`src/rtl/miner_nonce_dispatcher.sv`:
```
// miner_nonce_dispatcher: sequences nonce counter, hash core handshake and target compare
module miner_nonce_dispatcher #(
  parameter int NONCE_BITS = 32,
  parameter int HASH_BITS  = 256
) (
  input  logic                  clk,
  input  logic                  n_rst,
  input  logic                  start,
  input  logic                  abort,
  input  logic [HASH_BITS-1:0]  target,
  input  logic [NONCE_BITS-1:0] nonce_last,
  input  logic [NONCE_BITS-1:0] nonce_in,
  output logic                  cnt_clear,
  output logic                  cnt_enable,
  output logic                  core_valid,
  output logic [NONCE_BITS-1:0] core_nonce,
  input  logic                  core_ready,
  input  logic                  hash_valid,
  input  logic [HASH_BITS-1:0]  hash_in,
  output logic                  busy,
  output logic                  found,
  output logic                  exhausted,
  output logic [NONCE_BITS-1:0] golden_nonce
);
  typedef enum logic [1:0] {IDLE, ISSUE, WAIT, DONE} state_t;
  state_t                state_q, state_d;
  logic                  found_q, found_d, exh_q, exh_d;
  logic [NONCE_BITS-1:0] golden_q, golden_d, inflight_q, inflight_d;
  // state and result registers
  always_ff @(posedge clk or negedge n_rst) begin
    if (!n_rst) begin
      state_q    <= IDLE;
      found_q    <= 1'b0;
      exh_q      <= 1'b0;
      golden_q   <= '0;
      inflight_q <= '0;
    end else begin
      state_q    <= state_d;
      found_q    <= found_d;
      exh_q      <= exh_d;
      golden_q   <= golden_d;
      inflight_q <= inflight_d;
    end
  end
  // next-state and Mealy counter controls; abort outranks handshake and hash result
  always_comb begin
    state_d    = state_q;
    found_d    = found_q;
    exh_d      = exh_q;
    golden_d   = golden_q;
    inflight_d = inflight_q;
    cnt_clear  = 1'b0;
    cnt_enable = 1'b0;
    case (state_q)
      IDLE, DONE: begin
        if (abort && state_q == DONE) begin
          state_d = IDLE;
          found_d = 1'b0;
          exh_d   = 1'b0;
        end else if (start && !abort) begin
          cnt_clear = 1'b1;
          found_d   = 1'b0;
          exh_d     = 1'b0;
          state_d   = ISSUE;
        end
      end
      ISSUE: begin
        if (abort) begin
          state_d = IDLE;
          found_d = 1'b0;
          exh_d   = 1'b0;
        end else if (core_ready) begin
          inflight_d = nonce_in;
          state_d    = WAIT;
        end
      end
      WAIT: begin
        if (abort) begin
          state_d = IDLE;
          found_d = 1'b0;
          exh_d   = 1'b0;
        end else if (hash_valid) begin
          if (hash_in < target) begin
            golden_d = inflight_q;
            found_d  = 1'b1;
            state_d  = DONE;
          end else if (inflight_q == nonce_last) begin
            exh_d   = 1'b1;
            state_d = DONE;
          end else begin
            cnt_enable = 1'b1;
            state_d    = ISSUE;
          end
        end
      end
      default: state_d = IDLE;
    endcase
  end
  assign busy         = (state_q == ISSUE) || (state_q == WAIT);
  assign core_valid   = state_q == ISSUE;
  assign core_nonce   = nonce_in;
  assign found        = found_q;
  assign exhausted    = exh_q;
  assign golden_nonce = golden_q;
endmodule

```
`config.mk`:
```
export PLATFORM = sky130hd
export DESIGN_NAME = miner_nonce_dispatcher
export DESIGN_NICKNAME = d
export VERILOG_FILES = /design/src/rtl/miner_nonce_dispatcher.sv
export SDC_FILE = /design/constraint.sdc
export NUM_CORES = 1
export LEC_CHECK = 0
export ABC_AREA = 1
export CORE_AREA = 8 8 249 251
export DETAILED_ROUTE_END_ITERATION = 10
export DIE_AREA = 0 0 257 259
export PLACE_DENSITY = 0.5
export SYNTH_ARGS = -nofsm -noshare
export SYNTH_HDL_FRONTEND = slang
export SYNTH_SLANG_ARGS = --single-unit
```
`constraint.sdc`:
```
create_clock -name clk -period 2.4 [get_ports clk]
set_input_delay 0.24 -clock clk [delete_from_list [all_inputs] [get_ports clk]]
set_output_delay 0.24 -clock clk [all_outputs]
set_load 0.02 [all_outputs]
```
After elaboration in Yosys (flattened, before gate mapping)
Index checks and enable logic that the tools add are counted.
{ "totals": {"output_inout_bits": 70, "regBits": 68, "word_cells": 58, "inputBits": 582} }
{ "op_classes": {"bitwise_logic": 1, "muxes": 29, "n_reduce_logical": 11, "order_cmp": 1, "n_eq_ne": 11} }
{ "op_table": {"columns": ["cell", "count"], "rows": [
  ["$lt A256 B256 Y1", 1],
  ["$eq A32 B32 Y1", 1],
  ["$mux W1", 18],
  ["$mux W2", 8],
  ["$ne A3 B3 Y1 const B", 5],
  ["$reduce_and A4 Y1", 2],
  ["$pmux W1 S3", 2],
  ["$pmux W2 S3", 1],
  ["$reduce_and A3 Y1", 2],
  ["$reduce_and A5 Y1", 1],
  ["$eq A2 B2 Y1 const B", 2],
  ["$ne A3 B2 Y1 const B", 1],
  ["$eq A2 B1 Y1 const B", 1],
  ["$logic_and A1 B1 Y1", 2],
  ["$logic_not A2 Y1", 1],
  ["$ne A2 B2 Y1 const B", 1],
  ["$reduce_or A2 Y1", 1],
  ["$logic_not A1 Y1", 1],
  ["$logic_or A1 B1 Y1", 1],
  ["$not A1 Y1", 1]
]} }

Longest topological paths before layout
Gate-level depths: netlist of run 1.
{ "logic_depth": {"depth_word": 6, "depth_mapped": 21, "depth_no_buf": 21} }

Least setup slack after synthesis of run 1
No wires, ideal clock.
{ "synth_timing": {"path_type": "input to output", "from": "input target[255]", "to": "output cnt_enable", "required_time_ns": 2.160, "n_path_buf": 1, "path_stages": 12, "path_slack_ns": 0.202, "t_arrival_ns": 1.958, "path_cell_list": "inv_1 ha_1 nand2_2 nor2_4 nand4_2 nor3_2 nand2_1 nor2_2 and3b_1 a21oi_2 buf_2 nor2_1"} }
{ "synth_between": {"elab_chain_cells": 5} }
{ "synth_rtl": {"columns": ["item", "line_no", "rtl"], "rows": [
  ["start: declaration", "10", "input logic [HASH_BITS-1:0] target,"],
  ["$lt A256 B256 Y1", "83", "if (hash_in < target) begin"],
  ["$mux W1", "83", null],
  ["$mux W1", "82", "end else if (hash_valid) begin"],
  ["$mux W1", "78", "if (abort) begin"],
  ["$mux W1", "54", "case (state_q)"],
  ["end: declaration", "14", "output logic cnt_enable,"]
]} }
No other way between the ends.

Worst setup path after layout of run 1
{ "layout_timing": {"from": "input target[87]", "to": "output cnt_enable"} }
The elaborated chain is that of the path after synthesis.

==> results of run 1 <==
-- per-stage QoR --
stage	total power, mW	hold WS (ns)	setup TNS [ns]
6_report	8.212	0.4388	0
5_1_grt	8.867	0.5059	-0.03861
4_1_cts	8.158	0.4469	0
3_5_place_dp	6.343	0.2706	-29.98
3_3_place_gp	6.282	0.2689	-31.87
2_1_floorplan	4.080	-0.05559	0
-- per-layer routing --
| metal | share of wire, % | track usage (%) | vias up |
|---|---|---|---|
| met1 | 39 | 16.81 | 5635 |
| met3 | 5.4 | 3.081 | 51 |
| li1 | - | - | 5992 |
| met2 | 54 | 28.93 | 320 |
| met4 | 1.6 | 3.095 | 0 |
| met5 | 0 | 0 | - |
-- cell type report --
class                           count  share of cell area, %
Multi-Input combinational cell    978                  49.39
Timing Repair Buffer              727                  30.54
Sequential cell                    68                  8.094
Inverter                          327                  5.839
Tap cell                          773                  4.601
Clock buffer                       14                  1.351
Antenna cell                       14                 0.1666
Clock inverter                      1                0.02381
-- logic make-up after synthesis --
logic type / synth area share, %
and+or+nand+nor: 20.74
buffers and inverters: 15.43
xor gates and xnor gates: 1.815
muxes: 2.889
adders and majority gates: 31.85
DFF: 16.79
AOI/OAI and AO/OA: 10.49
-- repair_timing --
action / 4_1_cts / 5_1_grt
pin swaps: 515 / 186
setup buffers: 21 / 7
hold buffers: 1 / 0
endpoints found under the hold margin: 22 / 0
setup endpoints to repair: 36 / 36
gates resized for setup: 1254 / 228
-- where the power goes --
group / switching, mW / internal, mW / total [mW] / leakage (nW)
Combinational: 2.35 / 2.54 / 4.89 / 8.91
Clock: 0.469 / 0.805 / 1.27 / 0.145
Sequential: 0.400 / 1.65 / 2.05 / 0.857
Total: 3.22 / 4.99 / 8.21 / 9.91
-- worst max-delay path: stages --
cell	delay, ns
clkdlybuf4s15_1	0.17
inv_2	0.05
ha_4	0.26
nand4_1	0.18
nor4_4	0.26
buf_4	0.15
nand4_1	0.15
nor2_4	0.12
nand2_2	0.07
nand2_4	0.09
a21oi_4	0.08
nor2_4	0.10
buf_6	0.13
-- placed cells by master (no fill, tap or decap), types with 7 or more instances in the layout --
cell and instances:
clkdlybuf4s15_1 64, nand2_1 176, buf_4 69, ha_4 177, ha_1 65, a21oi_4 7
xnor2_1 21, nand2_4 15, clkdlybuf4s50_1 145, buf_6 8, o21ai_1 19, nand3_2 18
nand2_2 68, dlymetal6s2s_1 15, o21ai_2 22, dlygate4sd2_1 347, diode_2 14, nor2_1 48
nand3_4 13, nor2_2 14, or2_2 8, clkbuf_2 43, nand3_1 13, nand4_1 56
nor2_4 17, mux2_2 26, a21oi_1 51, a21oi_2 75, inv_2 184, ha_2 16
dfrtp_1 68, clkbuf_16 9, buf_2 25, inv_1 143, o21ai_0 12
-- cell usage after synthesis, drive strengths merged --
cell,n,area (um^2)
dfrtp,68,1702
nand4,58,384.1
ha,258,3228
clkbuf,9,33.78
nand2,259,1002
o21ai,53,265.3
o211ai,1,7.510
buf,40,302.8
a21o,5,37.54
a21oi,133,673.2
nor2,79,309.0
nor4,6,37.54
nand3b,1,7.510
a22oi,1,7.510
or2,8,50.05
xnor2,21,183.9
nand3,44,220.2
nor3b,1,7.510
and3b,1,8.760
inv,327,1227
a31oi,2,12.51
mux2,26,292.8
o31ai,2,15.01
o21a,6,45.04
nor3,13,75.07
-- worst max-delay path by stage --
| stage | from | to | slack [ns] |
|---|---|---|---|
| floorplan | target[255] | cnt_enable | 0.20 |
| global placement | target[103] | cnt_enable | -1.25 |
| detailed placement | target[103] | cnt_enable | -1.13 |
| CTS | hash_in[167] | cnt_enable | 0.00005 |
| global route | target[189] | cnt_enable | -0.04 |
| finish | target[87] | cnt_enable | 0.1 |
-- sequential cells by signal, indices dropped and copies added (netlist names) --
signal        count
exhausted         1
inflight_q       32
state_q           2
golden_nonce     32
found             1
==> results.cfg, run 1 <==
[run_status]
status = finished clean

[route]
drcViolationCount = 0
ant_nets = 0
routed_wl_mm = 52.87
drt_iter0_markers = 317
drtPass1Iterations = 4
routed-via-count = 11998
viasPerCell = 4.134
post_drt_wl_per_cell_um = 18.22

[timing]
worst_pin_slew_ns = 0.5731
finalSetupViolCount = 0
drv_slew = 0
fin_crit_ns = 2.303
slew_headroom_pct = 61.79
post-route-period-util_pct = 95.96
hold_violations = 0
skew_ns = 0.004368
fmax_ghz = 0.4342
finalWorstSetupSlack_ns = 0.09704

[clock_network]
worstSkewPairLatency_ns = 0.33
cts.path.max_buffers = 2
cts_inserted_buffers = 9
clk_pin_slew_ns = 0.05
cts_sinks = 68
cts_root_buf = clkbuf_16
cts_tree = yes
htreeDepth = 3

[logic_synthesis]
syn-instance-count = 1422
synth_seq_area_share_pct = 16.79
ys_ff_latch = 68
ys_warn_count = 0
ys_types = 37
syn-mean-instance-area_um2 = 7.128
syn_area_um2 = 10140
syn-num-nets = 2262

[placed_design]
dpl_cell_area_um2 = 17710
routabilityCongestion = 0.9128
dp.cells = 2849
dp_slack_ns = -1.132
io_buffer_count = 651
hpwlAfterDp_mm = 44.84

[grt]
grt_pass1_wl_mm = 78.48
track_usage_pct = 15.02
grt-ovfl-total = 0
antenna_found_initial = 15
first_global_vias = 13226
grt_max_degree = 47

[setup_path]
crit_type = primary input to primary output
worstPathArrival_ns = 2.06
cp.required_ns = 2.16
crit_fanout = 2
timing.rr.end = state_q[1]
cp-end-kind = primary output
r2r_slack_ns = 0.45
timing.rr.start = inflight_q[14]
critical_path.startpoint_type = primary input
rr_worst_depth = 11

[floorplan]
io_pins = 652
fp.dieW_um = 257
core_region_area_um2 = 58240
die_y_um = 259
die-area_um2 = 66560
num_rows = 89
start_util_pct = 17.40

[cells_and_area]
area_growth_pct = 107.4
fin_nets = 2951
register_area_um2 = 1702
drive_gt1_share_pct = 40.14
fin_util_pct = 36.10
multi_input_area_um2 = 10380
nFillCells = 6079
fin_cells = 2902
finish.instance_area_um2 = 21020

[power]
p_leak_nw = 9.914
p_per_area_nw_per_um2 = 390.6
ir_drop_v = 0.0004541

[run]
drv_cap = 0

[worst_hold_path]
hp-class = primary input to async pin
(Power assumes the default switching activity.)
==> run 2, diff against run 1 <==
ABC_AREA = not set   (was 1)
CORE_AREA = 8 8 247 249   (was 8 8 249 251)
DIE_AREA = 0 0 255 257   (was 0 0 257 259)
==> run 2 against run 1 <==
- the flow now finishes with violations (negative setup slack)
- sequential cell count unchanged
- die area decreased by 1.5%
- non-clock buffer count increased by 49
- final area decreased by 5.9%
- global-route usage about the same
- via count decreased by 7.1%
- cell count decreased by 7.1%
- critical path depth increased by 7
- sequential power increased by 4%
- clock-buffer cell count decreased by 1
- clock skew increased by 0.0013 ns
==> results.cfg, run 2 <==
[logic_synthesis]
ys_types = 56
synthTopCellsByCount = inv_1 (265), ha_1 (258), a21oi_1 (95)
synth.most_common_cell = inv_1
synth_seq_area_share_pct = 17.19
synth_edf_count = 0
synth_flop_cell = dfrtp_1
synth_area_leaders = ha_1 (33%), dfrtp_1 (17%), inv_1 (10%)
synth-async-reset-ratio_pct = 100.0
syn-mean-instance-area_um2 = 8.512
syn-instance-count = 1163
synth_top_cell_by_area = ha_1
ys_warn_count = 0
syn-num-nets = 2003
ys_ff_latch = 68
synth_top_area_share_pct = 32.61
syn_area_um2 = 9899

[route]
highest_layer = met5
met1_length_mm = 19.59
dr_wl_met2_mm = 26.36
viasPerCell = 4.137
routed-via-count = 11149
drt_iter0_markers = 272
route.met3.wl_mm = 4.425
drtPass1Iterations = 4
drcViolationCount = 0
ant_nets = 0
post_drt_wl_per_cell_um = 19.00
routed_wl_mm = 51.21

[setup_path]
cp-end-kind = primary output
crit_family = buffers and inverters
crit_chain = clkdlybuf4s15_1, inv_2, ha_4, nand4_1, buf_4, buf_4, buf_4, buf_4, buf_4, buf_4, buf_4, buf_4, buf_4, buf_4, o221ai_1, a21oi_4, o2111a_2, and2_4, nor2_4, buf_6
slowest_stage = ha_4
path_buf_inv = 13
critical_path.startpoint_type = primary input
critPathLaunch = target[254]
rr_worst_depth = 7
timing.rr.end = state_q[0]
cp.required_ns = 2.16
slowest_delay_ns = 0.26
worst-path-stages = 20
worstPathArrival_ns = 2.96
crit_type = primary input to primary output
cp_common_cell = buf_4
crit_fanout = 2
r2r_slack_ns = 0.30
worstSetupEndpoint = cnt_enable
timing.rr.start = state_q[0]

[power]
p_sw_mw = 2.958
seq_power_share_pct = 25.4
p_per_area_nw_per_um2 = 427.1
p_leak_nw = 9.177
comb_power_share_pct = 58.1
ir_drop_v = 0.0005158
p_int_mw = 5.488
switching_share_pct = 35.02
pwr-share-clk_pct = 16.5

[floorplan]
core_region_area_um2 = 57030
fp.dieW_um = 255
io_pins = 652
num_rows = 88
die-area_um2 = 65540
die_y_um = 257
start_util_pct = 17.36

[timing]
skew_ns = 0.005695
finalSetupViolCount = 36
rsz0062_at_grt = yes
slew_headroom_pct = 73.74
hold_violations = 0
fin_crit_ns = 3.198
drv_slew = 0
worst_pin_slew_ns = 0.3898
post-route-period-util_pct = 133.2
fmax_ghz = 0.3127
finalWorstSetupSlack_ns = -0.7977
holdWs_ns = 0.4578

[clock_network]
htreeDepth = 3
cts.path.max_buffers = 2
cts_inserted_buffers = 9
worstSkewPairLatency_ns = 0.34
cts_sinks = 68
cts_tree = yes
clk_pin_slew_ns = 0.06
cts_root_buf = clkbuf_16

[cells_and_area]
finish.instance_area_um2 = 19780
final_cell_mix = clkdlybuf4s50_1 (472), inv_1 (181), ha_1 (156)
fin_nets = 2752
drive_gt1_share_pct = 26.06
fin_util_pct = 34.67
area_growth_pct = 99.76
final_common_cell = clkdlybuf4s50_1
nFillCells = 5998

[worst_hold_path]
hp-class = primary input to async pin

[placed_design]
hpwlAfterDp_mm = 45.84
dpl_cell_area_um2 = 18060
routabilityCongestion = 0.9495
io_buffer_count = 651

[run_status]
violations = negative setup slack
status = complete, but fails checks

[grt]
antenna_found_initial = 20
grt_pass1_wl_mm = 75.80
track_usage_pct = 14.98
first_global_vias = 12748
grt-ovfl-total = 0
grt_max_degree = 69

[run]
drv_cap = 0
[run 2: layout make-up]
cell class              count  area, um^2  share of cell area (%)
multi-input cells         792        8512                   43.04
repair buffers            776        7249                   36.66
flip-flops and latches     68        1702                   8.605
inverters                 265        1007                   5.093
well taps                 765       957.2                   4.840
clock buffers              13       280.3                   1.417
diodes                     15       37.54                  0.1898
clock inverters             1       30.03                  0.1519
[run 2: cell families (layout without fill, tap and decap cells)]
logic type                 after synthesis  count (layout)  synth area share [%]
buffers and inverters                  303            1055                 13.20
adders and majority gates              258             258                 32.61
AOI/OAI and AO/OA                      223             223                 14.00
and+or+nand+nor                        215             215                 11.75
DFF                                     68              68                 17.19
muxes                                   64              64                 8.418
xor gates and xnor gates                32              32                 2.831
other                                    0              15                     0
[run 2: through the flow]
step	std cells	setup WS [ns]	TNS [ns]	total power, mW
after floorplan	1163	-0.2872	-9.280	4.342
after global placement	2647	-1.737	-50.82	6.813
after detailed placement	2647	-1.810	-53.82	6.876
after CTS	2679	-0.7690	-24.39	8.561
after global routing	2693	-0.9175	-30.07	9.073
final	2695	-0.7977	-25.35	8.445
[run 2: how the worst min path moves through the flow]
stage	slack, ns	from	endpoint
CTS	0.47	n_rst	inflight_q[8]
global route	0.52	n_rst	inflight_q[8]
floorplan	-0.06	n_rst	exhausted
detailed placement	0.30	n_rst	inflight_q[30]
global placement	0.31	n_rst	inflight_q[25]
finish	0.46	n_rst	inflight_q[25]
[run 2: metal layers]
metal | global-route usage (%) | vias to the layer above
li1 | - | 5543
met1 | 16.06 | 5149
met2 | 28.15 | 396
met3 | 4.808 | 51
met4 | 3.192 | 10
met5 | 0 | -
[run 2: power by group through the flow]
stage	Clock (mW)	Sequential [mW]	Combinational, mW
2_1_floorplan	0	2.36	1.98
3_3_place_gp	0	2.14	4.67
3_5_place_dp	0	2.15	4.73
4_1_cts	1.43	2.16	4.97
5_1_grt	1.47	2.23	5.37
6_report	1.39	2.14	4.91
[run 2: what timing repair did]
item,CTS,global route
resized for setup,550,2
hold buffers,1,0
endpoints found under the hold margin,68,0
pin swaps,187,4
endpoints found under the setup margin,36,36
setup buffers,19,1
[run 2: tightest hold or removal path, cell delays in order]
cell	delay, ns
dlygate4sd3_1	0.52
buf_2	0.12
buf_12	0.32
==> run 3, diff against run 2 <==
ABC_AREA = 1   (was not set)
CORE_AREA = 8 8 249 251   (was 8 8 247 249)
DIE_AREA = 0 0 257 259   (was 0 0 255 257)
HOLD_SLACK_MARGIN = 0.06   (was not set)
==> results of run 3 <==
No change in the layout: final DEF, timing and power equal those of run 1.
